### src/rtl/gpio_input_responder.sv
// ---------------------------------------------------------------------------
// gpio_input_responder
//
// Memory-mapped input peripheral for the multicycle RISC-V SOC. It samples
// active-low button/switch pins, synchronizes and debounces them, and latches
// press (rising) events. It also answers CPU load/store requests with a
// single-cycle response pulse and drives a level interrupt to the core.
//
// Optional feature macro: GPIO_FALLING_EDGE_EN
//   defined   -> FALL register at 0x10 latches release events (W1C), and
//                FALL bits also raise the interrupt.
//   undefined -> 0x10 reads 0, writes to it are ignored, and no release
//                logic is built.
//
// Parameters:
//   N_INPUTS        number of active-low input pins (1..32)
//   DEBOUNCE_CYCLES consecutive disagreeing cycles before the debounced
//                   state follows the pin (minimum 2)
//   CNT_W           debounce counter width, 2**CNT_W > DEBOUNCE_CYCLES
//
// Ports:
//   clk        system clock
//   reset_n    asynchronous active-low reset
//   btn_n      raw asynchronous active-low pins
//   mem_valid  request valid, held stable by the CPU until mem_ready
//   mem_sel    address decode hit for this peripheral
//   mem_addr   byte offset within the window (bits [1:0] ignored)
//   mem_wdata  store data
//   mem_wstrb  byte strobes, all zero means read
//   mem_rdata  read data, valid while mem_ready=1, held otherwise
//   mem_ready  one-cycle response pulse
//   irq        level interrupt, registered
//
// Register map (word offsets):
//   0x00 DATA    RO   debounced state (1 = pressed)
//   0x04 EDGE    W1C  latched press events
//   0x08 IRQ_EN  RW   interrupt enables
//   0x0C RAW     RO   synchronized, undebounced state
//   0x10 FALL    W1C  latched release events (optional feature)
//   0x14..0x1C        read 0, writes ignored, still acknowledged
// ---------------------------------------------------------------------------
module gpio_input_responder #(
  parameter int N_INPUTS        = 2,
  parameter int DEBOUNCE_CYCLES = 12000,
  parameter int CNT_W           = 14
) (
  input  logic                clk,
  input  logic                reset_n,
  input  logic [N_INPUTS-1:0] btn_n,
  input  logic                mem_valid,
  input  logic                mem_sel,
  input  logic [4:0]          mem_addr,
  input  logic [31:0]         mem_wdata,
  input  logic [3:0]          mem_wstrb,
  output logic [31:0]         mem_rdata,
  output logic                mem_ready,
  output logic                irq
);

  // Word index decode (mem_addr[4:2]).
  localparam logic [2:0] W_DATA  = 3'd0;
  localparam logic [2:0] W_EDGE  = 3'd1;
  localparam logic [2:0] W_IRQEN = 3'd2;
  localparam logic [2:0] W_RAW   = 3'd3;
  localparam logic [2:0] W_FALL  = 3'd4;

  // Last count value before the debounced state is allowed to follow.
  localparam logic [CNT_W-1:0] CNT_LAST = CNT_W'(DEBOUNCE_CYCLES - 1);

  typedef enum logic {
    S_IDLE,
    S_RESP
  } state_e;

  // -------------------------------------------------------------------------
  // Two-flop synchronizer. Reset to all ones so released pins do not look
  // like presses while coming out of reset.
  // -------------------------------------------------------------------------
  logic [N_INPUTS-1:0] sync1_q;
  logic [N_INPUTS-1:0] sync2_q;
  logic [N_INPUTS-1:0] sync_w;   // 1 = pressed

  always_ff @(posedge clk or negedge reset_n) begin
    if (!reset_n) begin
      sync1_q <= '1;
      sync2_q <= '1;
    end else begin
      sync1_q <= btn_n;
      sync2_q <= sync1_q;
    end
  end

  assign sync_w = ~sync2_q;

  // -------------------------------------------------------------------------
  // Per-bit debounce. The counter measures how long sync has disagreed with
  // the debounced state; any agreement resets it, so a glitch shorter than
  // DEBOUNCE_CYCLES never reaches the debounced state.
  // -------------------------------------------------------------------------
  logic [N_INPUTS-1:0] stable_q;  // current debounced state
  logic [N_INPUTS-1:0] stable_d;  // debounced state after this edge

  for (genvar gi = 0; gi < N_INPUTS; gi++) begin : g_deb
    logic [CNT_W-1:0] cnt_q;
    logic [CNT_W-1:0] cnt_d;
    logic             bit_q;
    logic             bit_d;

    always_comb begin
      cnt_d = cnt_q;
      bit_d = bit_q;
      if (sync_w[gi] == bit_q) begin
        cnt_d = '0;
      end else if (cnt_q == CNT_LAST) begin
        bit_d = sync_w[gi];
        cnt_d = '0;
      end else begin
        cnt_d = cnt_q + CNT_W'(1);
      end
    end

    always_ff @(posedge clk or negedge reset_n) begin
      if (!reset_n) begin
        cnt_q <= '0;
        bit_q <= 1'b0;
      end else begin
        cnt_q <= cnt_d;
        bit_q <= bit_d;
      end
    end

    assign stable_q[gi] = bit_q;
    assign stable_d[gi] = bit_d;
  end

  // Press events are detected on the next-state value so that EDGE is set
  // on the same clock edge that DATA changes.
  logic [N_INPUTS-1:0] rise_w;
  assign rise_w = stable_d & ~stable_q;

  // -------------------------------------------------------------------------
  // Software-visible state
  // -------------------------------------------------------------------------
  logic [N_INPUTS-1:0] edge_q,   edge_d;
  logic [N_INPUTS-1:0] irq_en_q, irq_en_d;
  logic [N_INPUTS-1:0] edge_clr_w;
  logic [N_INPUTS-1:0] pend_w;     // sources that may raise the interrupt
  logic                irq_q,    irq_d;
  state_e              state_q,  state_d;
  logic [31:0]         rdata_q,  rdata_d;
  logic [31:0]         rd_word_w;

`ifdef GPIO_FALLING_EDGE_EN
  logic [N_INPUTS-1:0] fall_q, fall_d;
  logic [N_INPUTS-1:0] fall_clr_w;
  logic [N_INPUTS-1:0] fall_set_w;

  assign fall_set_w = ~stable_d & stable_q;
  // Set wins over a same-cycle W1C, matching EDGE.
  assign fall_d     = (fall_q & ~fall_clr_w) | fall_set_w;

  always_ff @(posedge clk or negedge reset_n) begin
    if (!reset_n) begin
      fall_q <= '0;
    end else begin
      fall_q <= fall_d;
    end
  end

  assign pend_w = edge_q | fall_q;
`else
  assign pend_w = edge_q;
`endif

  // Read mux over current (pre-edge) register state, so a read of EDGE that
  // coincides with a hardware set returns the value before the set.
  always_comb begin
    rd_word_w = '0;
    case (mem_addr[4:2])
      W_DATA:  rd_word_w[N_INPUTS-1:0] = stable_q;
      W_EDGE:  rd_word_w[N_INPUTS-1:0] = edge_q;
      W_IRQEN: rd_word_w[N_INPUTS-1:0] = irq_en_q;
      W_RAW:   rd_word_w[N_INPUTS-1:0] = sync_w;
`ifdef GPIO_FALLING_EDGE_EN
      W_FALL:  rd_word_w[N_INPUTS-1:0] = fall_q;
`endif
      default: rd_word_w = '0;
    endcase
  end

  // -------------------------------------------------------------------------
  // Bus FSM. A request is taken in IDLE; the following cycle is RESP, where
  // mem_ready is high and mem_valid is ignored, giving 2 cycles per access.
  // -------------------------------------------------------------------------
  always_comb begin
    state_d    = state_q;
    rdata_d    = rdata_q;
    irq_en_d   = irq_en_q;
    edge_clr_w = '0;
`ifdef GPIO_FALLING_EDGE_EN
    fall_clr_w = '0;
`endif
    case (state_q)
      S_IDLE: begin
        if (mem_valid && mem_sel) begin
          rdata_d = rd_word_w;
          if (|mem_wstrb) begin
            // Any strobe gives a full-word write.
            case (mem_addr[4:2])
              W_EDGE:  edge_clr_w = mem_wdata[N_INPUTS-1:0];
              W_IRQEN: irq_en_d   = mem_wdata[N_INPUTS-1:0];
`ifdef GPIO_FALLING_EDGE_EN
              W_FALL:  fall_clr_w = mem_wdata[N_INPUTS-1:0];
`endif
              default: ;
            endcase
          end
          state_d = S_RESP;
        end
      end
      S_RESP: begin
        state_d = S_IDLE;
      end
      default: state_d = S_IDLE;
    endcase
  end

  // Set wins over a same-cycle W1C.
  assign edge_d = (edge_q & ~edge_clr_w) | rise_w;
  // Interrupt is registered from current state: follows edge/enable by one
  // cycle.
  assign irq_d  = |(pend_w & irq_en_q);

  always_ff @(posedge clk or negedge reset_n) begin
    if (!reset_n) begin
      state_q  <= S_IDLE;
      rdata_q  <= '0;
      edge_q   <= '0;
      irq_en_q <= '0;
      irq_q    <= 1'b0;
    end else begin
      state_q  <= state_d;
      rdata_q  <= rdata_d;
      edge_q   <= edge_d;
      irq_en_q <= irq_en_d;
      irq_q    <= irq_d;
    end
  end

  assign mem_rdata = rdata_q;
  assign mem_ready = (state_q == S_RESP);
  assign irq       = irq_q;

  // Address byte-offset bits and upper store-data bits carry no meaning here.
  logic unused_bits;
  assign unused_bits = ^{mem_addr[1:0], mem_wdata};

endmodule
### config.mk
export PLATFORM = sky130hd
export DESIGN_NAME = gpio_input_responder
export DESIGN_NICKNAME = d
export VERILOG_FILES = /design/src/rtl/gpio_input_responder.sv
export SDC_FILE = /design/constraint.sdc
export NUM_CORES = 1
export LEC_CHECK = 0
export ABC_AREA = 1
export CAP_MARGIN = 20
export CORE_MARGIN = 1.5
export CORE_UTILIZATION = 42
export DETAILED_ROUTE_END_ITERATION = 6
export PLACE_DENSITY = 0.88
export SLEW_MARGIN = 5
export SYNTH_ARGS = -nofsm -noshare
export SYNTH_HDL_FRONTEND = slang
export SYNTH_SLANG_ARGS = --single-unit
### constraint.sdc
create_clock -name clk -period 1.3 [get_ports clk]
set_clock_uncertainty 0.15 [all_clocks]
set_input_delay 0.13 -clock clk [delete_from_list [all_inputs] [get_ports clk]]
set_output_delay 0.13 -clock clk [all_outputs]
set_load 0.01 [all_outputs]
Word-level counts from Yosys, hierarchy flattened. Cells that the tools add are included.

$mul: 0. Add/subtract/negate cells: 2. Equality and inequality tests: 7. Bitwise logic cells: 8. Divide/modulo/power cells: 0. Muxes and demuxes: 15. Shifts and indexed selects: 0. Order comparisons: 0. Reductions and logical operators: 6.

Operators with widths (count): two-way mux 14 bit (4); adder 14 x 1 -> 14 bit (second input constant) (2); == test 14 bit (second input constant) (2); two-way mux 2 bit (4); one-hot mux 2 bit (4 select lines) (1); bitwise AND 2 bit (3); == test 3 x 2 -> 1 bit (second input constant) (2); inverter 2 bit (3); two-way mux 1 bit (5); AND reduction 4 bit (1); OR reduction 4 bit (1); == test 3 x 1 -> 1 bit (second input constant) (1); logical NOT 3 bit (1); == test 1 bit (2); bitwise OR 2 bit (1); one-hot mux 1 bit (2 select lines) (1); AND reduction 2 bit (1); OR reduction 2 bit (1); logical AND 1 bit (1); inverter 1 bit (1).

RAM bits: 0. Logic and storage cells: 49. Input bits: 47. Bits in latches: 0. Output and inout port bits: 34. Memories kept: 0. Memory bits (read-only): 0. Bits in registers: 42.

Longest topological paths before layout. Gate-level depths: netlist (run 1).

Word-level depth: 8. Gate-level depth with buffers: 8. Depth with buffers taken out: 8.

Least setup slack after synthesis (run 1). OpenSTA, ideal clock, no wires.

Path type: register to register. Start point: register g_deb[1].cnt_q[0]. End point: register g_deb[1].cnt_q[10]. Path slack: -127 ps. Cell stages (with the launch flop): 9. Data arrival time: 1206 ps. Clock period less this slack: 1427 ps. Buffers on the path: 0. Cell sequence: dfrtp_1 > ha_1 > nand2_1 > nor2_1 > nand2_1 > nor2_2 > nor2_2 > inv_2 > nor2_1.

Word-level cells in the longest chain between the ends: 3.

RTL lines: start, declared (RTL line 104) `logic [CNT_W-1:0] cnt_q;`; start signal, assigned (RTL line 127) `cnt_q <= cnt_d;`; adder 14 x 1 -> 14 bit / == test 14 bit (equally long branches) (RTL line 118, 114); two-way mux 14 bit * (RTL line 114) `end else if (cnt_q == CNT_LAST) begin`; two-way mux 14 bit * (RTL line 112) `if (sync_w[gi] == bit_q) begin`; named net g_deb[1].cnt_d[10] (RTL line 105) `logic [CNT_W-1:0] cnt_d;`.

Mark *: on every way through the listed nets, which the timed path passes. The rest lies on a longest branch. A chain may end at the register's enable or synchronous reset.

Final worst setup path (run 1).
Start point: register g_deb[1].cnt_q[0]. End point: register g_deb[1].cnt_q[13].

The elaborated chain is that of the path after synthesis.

==> impl_metrics.csv, run 1 <==
group,metric,value,unit
outcome,run_status,"finished, violations left",
outcome,violations,"setup timing",
critical_path,cp_slowest_stage_delay,410,ps
finish,multi_input_comb_area,0.00140,sq mm
pwr,swShare,24.6,%
floorplan,num_rows,27,
clock_tree,clock_insertion_delay_worst_skew,310,ps
timing,finalHoldViolCount,0,
synth,synthTopCellsByArea,"dfrtp_1 (39%), nand2_1 (9.7%), buf_4 (9.2%)",
finish,sequential_cell_area,0.00106,sq mm
synth,synth_seq_cells,42,
pwr,seqPwrFrac,49.8,%
synth,ys_seq_area_share,43.3,%
synth,synth_area,0.00244,sq mm
finish,antenna_cells_inserted,0,
hold_path,timing.hold.worst.class,"input port to flop",
timing,timing.final.crit_period,1550,ps
timing,fin_ws,-253,ps
critical_path,worst-path-max-fanout,4,
timing,max_freq,0.644,GHz
global_routing,largest_net_degree_at_the_start_of_global_routing,30,
critical_path,worst_setup_path_start_kind,"flop",
synth,postSynthCellCount,311,
global_routing,antenna_violations_before_repair,0,
pwr,clockPowerShare,37.3,%
synth,synth_commonest_cells,"nand2_1 (63), nor2_1 (56), dfrtp_1 (38), inv_1 (36), buf_4 (30)",
pwr,cellInternalPower,0.00217,W
clock_tree,cts_num_sinks,42,
critical_path,slowest_cp_cell,"dfrtp_1",
critical_path,critical_path_buf_inv_count,3,
job,cap_violations,0,
clock_tree,clk_transition_reported_paths,80,ps
clock_tree,clock_path_buffers,2,
pwr,maximum_vdd_drop,473,uV
placed_design,postPlaceCellArea,0.00291,sq mm
drt,wl_per_cell,14.3,um
floorplan,initial_core_utilization,44.0,%
global_routing,grt_first_pass_wirelength,10.1,mm
drt,drcViolationCount,0,
drt,ant_nets,0,
finish,final_instance_area,0.00333,sq mm
synth,synth.most_common_cell,"nand2_1",
pwr,power_leakage,1.51,nW
synth,async_flop_share,100,%
finish,fillerInstances,427,
floorplan,pin_count,81,
finish,core_utilization_of_the_finished_layout,60.2,%
pwr,power_frac_comb,13.0,%
synth,synth-main-ff-cell,"dfrtp_1",
timing,finalSetupViolCount,32,
timing,min_period_over_period,119,%
synth,synth_enable_flop_cells,0,
timing,rsz0062_at_grt,"true",
global_routing,grt_util_all_layers,21.1,%
floorplan,chip_width,79.2,um
clock_tree,cts_root_buf,"clkbuf_8",
placed_design,finalWeightedCongestion,0.879,
pwr,cellPowerDensity,865,mW/mm^2
global_routing,first_global_vias,2335,
finish,syn2layout_area_growth,36.6,%
pwr,power.switching,0.000710,W
critical_path,timing.critical_path.max_delay_family,"simple AND/OR/NAND/NOR gates",
placed_design,dpl.hpwl,4.13,mm
synth,post_synth.cell_area_avg,7.85,sq um
critical_path,path_cells,"buf_6, inv_2, nor2_4, inv_1, nor2_2, nand3_1, nand2_1, nor2_1",
synth,synth_cell_type_count,29,
synth,post-synth-top-area-fraction,39.0,%
floorplan,die_height,79.2,um
drt,drt_first_pass_iters,4,
floorplan,design.die.area,0.00628,sq mm
clock_tree,numCtsBuffers,5,
synth,number_of_warnings_issued_by_yosys,0,
drt,vias,2239,
critical_path,required,1350,ps
drt,viasPerCell,5.00,
floorplan,core-area,0.00554,sq mm
drt,routed_wl,6.42,mm
drt,dr.first_iter.drc_count,252,
critical_path,criticalPathCategory,"flop to flop",
timing,slew_violations,0,
finish,fin_nets,424,
synth,synthDominantAreaCellType,"dfrtp_1",
critical_path,cp_data_arrival_time,1610,ps
critical_path,endpoint_kind,"flop",
placed_design,port_buffers,18,
global_routing,globalRoute.totalOverflow,0,
finish,post_route_cells_drive_above_1_share,33.5,%
clock_tree,tritoncts,"yes",
clock_tree,cts_h_tree_lvls,2,
## stage by stage
stage	TNS [ps]	cells	worst slack, ps	hold slack (ps)	power (W)
4_1_cts	-3220	446	-154	77.3	0.00286
3_3_place_gp	-2750	435	-167	-101	0.00177
5_1_grt	-6460	448	-292	95.4	0.00301
3_5_place_dp	-4540	435	-206	-96.5	0.00179
6_report	-4290	448	-253	75.6	0.00288
2_1_floorplan	-909	340	-56.3	-316	0.00167
## logic make-up (layout without fill, tap and decap cells)
group / count (synthesis) / count (layout) / synth area share, %
compound gates: 12 / 12 / 2.87
xor+xnor: 13 / 13 / 4.67
fa+ha+maj: 2 / 2 / 1.03
buf+inv: 68 / 104 / 15.1
flops: 42 / 42 / 43.3
other cells: 1 / 30 / 0.154
simple gates: 173 / 173 / 32.9
## power groups by stage
stage | clock network, W | logic, W | registers, W
3_5_place_dp | 0 | 0.000333 | 0.00146
6_report | 0.00107 | 0.000374 | 0.00143
3_3_place_gp | 0 | 0.000320 | 0.00145
2_1_floorplan | 0 | 0.000214 | 0.00145
4_1_cts | 0.00109 | 0.000345 | 0.00143
5_1_grt | 0.00115 | 0.000418 | 0.00144
## cells in the final DEF (no fill, tap or decap), drive strengths merged, types with 7 or more instances in the layout
cell / netlist / layout
nand3: 19 / 19
inv: 37 / 37
nor2: 64 / 64
nand2: 68 / 68
buf: 31 / 41
clkdlybuf4s50: 0 / 13
dfrtp: 38 / 38
clkbuf: 0 / 7
xor2: 10 / 10
nand4: 15 / 15
conb: 1 / 30
o21ai: 8 / 8
## state kept, by name, indices dropped and copies added (netlist names)
| name | cells |
|---|---|
| edge_q | 2 |
| g_deb.bit_q | 2 |
| irq | 1 |
| g_deb.cnt_q | 28 |
| sync1_q | 2 |
| irq_en_q | 2 |
| sync2_q | 2 |
| mem_rdata | 2 |
| mem_ready | 1 |
## area by class of cell
type | instances | share of cell area [%]
Multi-Input combinational cell | 230 | 42.0
Sequential cell | 42 | 31.8
Timing Repair Buffer | 59 | 15.7
Inverter | 37 | 4.32
Tap cell | 72 | 2.70
Clock buffer | 7 | 2.59
Clock inverter | 1 | 0.901
## final timing paths
kind / cells after the start / start / to / slack, ps
max in group asynchronous: 3 / reset_n / sync2_q[0] / 350
min reg2reg: 0 / sync1_q[1] / sync2_q[1] / 210
min: 1 / btn_n[0] / sync1_q[0] / 80
max reg2reg: 8 / g_deb[1].cnt_q[0] / g_deb[1].cnt_q[13] / -250
max: 8 / g_deb[1].cnt_q[0] / g_deb[1].cnt_q[13] / -250
min in group asynchronous: 2 / reset_n / g_deb[1].cnt_q[9] / 100
## worst register-to-register path, delay by kind of cell (launching register included)
kind	cells	cell delay [ps]
buffers and inverters	3	240
and+or+nand+nor	5	650
DFF	1	410
## layer usage
layer / part of all wire [%] / global-route usage (%) / vias up
li1: - / - / 1035
met1: 37 / 20.9 / 1082
met2: 53 / 39.7 / 102
met3: 6.7 / 4.14 / 20
met4: 3.2 / 13.5 / 0
met5: 0 / 0 / -
## repair_timing
action,CTS,global route
buffers inserted,2,4
pin swaps,28,17
gates resized for setup,40,38
hold buffers,1,0
endpoints found under the hold margin,38,0
setup endpoints to repair,36,32
cloned,0,0
Note: power is estimated with default switching activity, not from simulation.
==> run 2, diff against run 1 <==
--- a/config.mk
+++ b/config.mk
@@ -8,9 +8,9 @@
 export ABC_AREA = 1
 export CAP_MARGIN = 20
 export CORE_MARGIN = 1.5
-export CORE_UTILIZATION = 42
+export CORE_UTILIZATION = 50
 export DETAILED_ROUTE_END_ITERATION = 6
-export PLACE_DENSITY = 0.88
+export PLACE_DENSITY = 0.95
 export SLEW_MARGIN = 5
 export SYNTH_ARGS = -nofsm -noshare
 export SYNTH_HDL_FRONTEND = slang
==> constraint.sdc (replaced) <==
create_clock -name clk -period 2 [get_ports clk]
set_clock_uncertainty 0.15 [all_clocks]
set_input_delay 0.2 -clock clk [delete_from_list [all_inputs] [get_ports clk]]
set_output_delay 0.2 -clock clk [all_outputs]
set_load 0.01 [all_outputs]
==> run 2 against run 1 <==
The run now ends clean. Worst setup slack gained 600 ps. Clock power shrank 48%. Register-to-register slack gained 600 ps. Critical path depth is the same. First-iteration DRC count shrank 42%. Clock-buffer cell count is the same. Die area shrank 15%. Non-clock buffer count shrank 38. Core utilization shrank 3.1 points. Sequential cell count is the same.
==> impl_metrics.csv, run 2 (synthesized netlist as in run 1, its figures left out) <==
group,metric,value,unit
finish,largest_reg_flops,28,
global_routing,grt_first_pass_wirelength,7.91,mm
timing,timing.final.crit_period,1650,ps
clock_tree,cts_root_buf,"clkbuf_8",
finish,post_route_cells_drive_above_1_share,10.4,%
floorplan,chip_width,72.9,um
drt,ant_nets,0,
critical_path,slowest_cp_cell,"dfrtp_1",
timing,timing.slew.headroom,66.5,%
clock_tree,numCtsBuffers,5,
finish,mostFrequentLayoutCells,"nand2_1 (63), nor2_1 (56), dfrtp_1 (38), inv_1 (36), conb_1 (30)",
job,cap_violations,0,
critical_path,endpoint_kind,"flop",
finish,final_common_cell,"nand2_1",
global_routing,largest_net_degree_at_the_start_of_global_routing,43,
critical_path,critical_path_buf_inv_count,1,
drt,dr.first_iter.drc_count,146,
critical_path,required,2080,ps
finish,final_instance_area,0.00269,sq mm
finish,sequential_cell_area,0.00106,sq mm
hold_path,timing.hold.worst.class,"input port to flop",
placed_design,finalWeightedCongestion,0.903,
global_routing,first_global_vias,1915,
timing,worst_slew_pin_slew,502,ps
pwr,power_leakage,1.24,nW
finish,multi_input_comb_area,0.00112,sq mm
floorplan,num_rows,25,
timing,finalSetupViolCount,0,
floorplan,design.die.area,0.00531,sq mm
clock_tree,clk_transition_reported_paths,80,ps
pwr,power,0.00168,W
placed_design,dpl.hpwl,3.37,mm
placed_design,port_buffers,18,
clock_tree,post_cts.repair.setup_buffers,0,
drt,drt_first_pass_iters,4,
timing,max_freq,0.605,GHz
floorplan,pin_count,81,
critical_path,criticalPathCategory,"flop to flop",
critical_path,worst_setup_path_start_kind,"flop",
floorplan,core-area,0.00472,sq mm
floorplan,die_height,72.9,um
drt,viasPerCell,4.90,
timing,min_period_over_period,82.7,%
drt,wl_per_cell,11.3,um
clock_tree,clock_insertion_delay_worst_skew,300,ps
pwr,maximum_vdd_drop,277,uV
critical_path,worst-path-max-fanout,5,
timing,slew_violations,0,
critical_path,cp_data_arrival_time,1730,ps
clock_tree,cts_h_tree_lvls,2,
finish,antenna_cells_inserted,0,
finish,fin_nets,386,
global_routing,antenna_violations_before_repair,0,
global_routing,globalRoute.totalOverflow,0,
placed_design,dp_slack,316,ps
drt,routed_wl,4.59,mm
global_routing,grt_util_all_layers,19.5,%
drt,drcViolationCount,0,
finish,fillerInstances,402,
critical_path,path_cells,"ha_1, nand2_1, nor2_1, nand2_1, nor2_2, nor2_2, inv_2, nor2_1",
finish,syn2layout_area_growth,10.4,%
drt,vias,1984,
outcome,run_status,"completed",
finish,top_register,"g_deb.cnt_q",
clock_tree,clock_path_buffers,2,
pwr,cellPowerDensity,622,mW/mm^2
timing,rsz0062_at_grt,"false",
clock_tree,cts_num_sinks,42,
timing,totalNegativeSetupSlack,0,ps
critical_path,timing.critical_path.max_delay_family,"simple AND/OR/NAND/NOR gates",
placed_design,postPlaceCellArea,0.00259,sq mm
floorplan,initial_core_utilization,51.7,%
timing,finalHoldViolCount,0,
critical_path,cp_slowest_stage_delay,400,ps
timing,fin_ws,347,ps
clock_tree,tritoncts,"yes",
==> run 2: worst paths after layout <==
path                                      to  cells after the start  slack (ps)         startpoint
setup / recovery           g_deb[1].cnt_q[0]                      8         350  g_deb[1].cnt_q[0]
hold / removal                    sync1_q[1]                      1         150           btn_n[1]
setup reg to reg           g_deb[1].cnt_q[0]                      8         350  g_deb[1].cnt_q[0]
hold reg to reg                   sync2_q[0]                      0         210         sync1_q[0]
max in group asynchronous         sync1_q[0]                      3        1000            reset_n
min in group asynchronous  g_deb[1].cnt_q[8]                      3         340            reset_n
==> run 2: what timing repair did <==
item | in CTS | in global routing
endpoints found under the setup margin | 0 | 0
hold buffers | 1 | 0
hold endpoints to repair | 38 | 0
gates resized for setup | 0 | 0
==> run 2: per-layer routing <==
metal  global-route usage (%)  vias up  wire length (um)
li1                         -      963                 -
met1                     22.3      927              1960
met2                     34.1       85              2250
met3                     5.11        9               298
met4                     8.81        0                82
met5                        0        -                 0
==> run 2: through the flow <==
step	hold WS, ps	instances	utilization, %
5_1_grt	150	405	57.0
4_1_cts	145	405	57.0
3_5_place_dp	144	396	54.9
6_report	153	405	57.0
2_1_floorplan	-246	340	-
3_3_place_gp	134	396	54.9
==> run 2: where the power goes <==
| part | internal (W) | switching [W] | total [W] |
|---|---|---|---|
| Combinational | 0.0000804 | 0.000111 | 0.000192 |
| Clock | 0.000278 | 0.000280 | 0.000558 |
| Sequential | 0.000897 | 0.0000292 | 0.000926 |
==> run 2: layout make-up <==
class | count | area share [%]
Multi-Input combinational cell | 230 | 41.7
Sequential cell | 42 | 39.2
Timing Repair Buffer | 21 | 7.43
Inverter | 37 | 5.16
Clock buffer | 7 | 3.20
Tap cell | 67 | 3.11
Clock inverter | 1 | 0.186
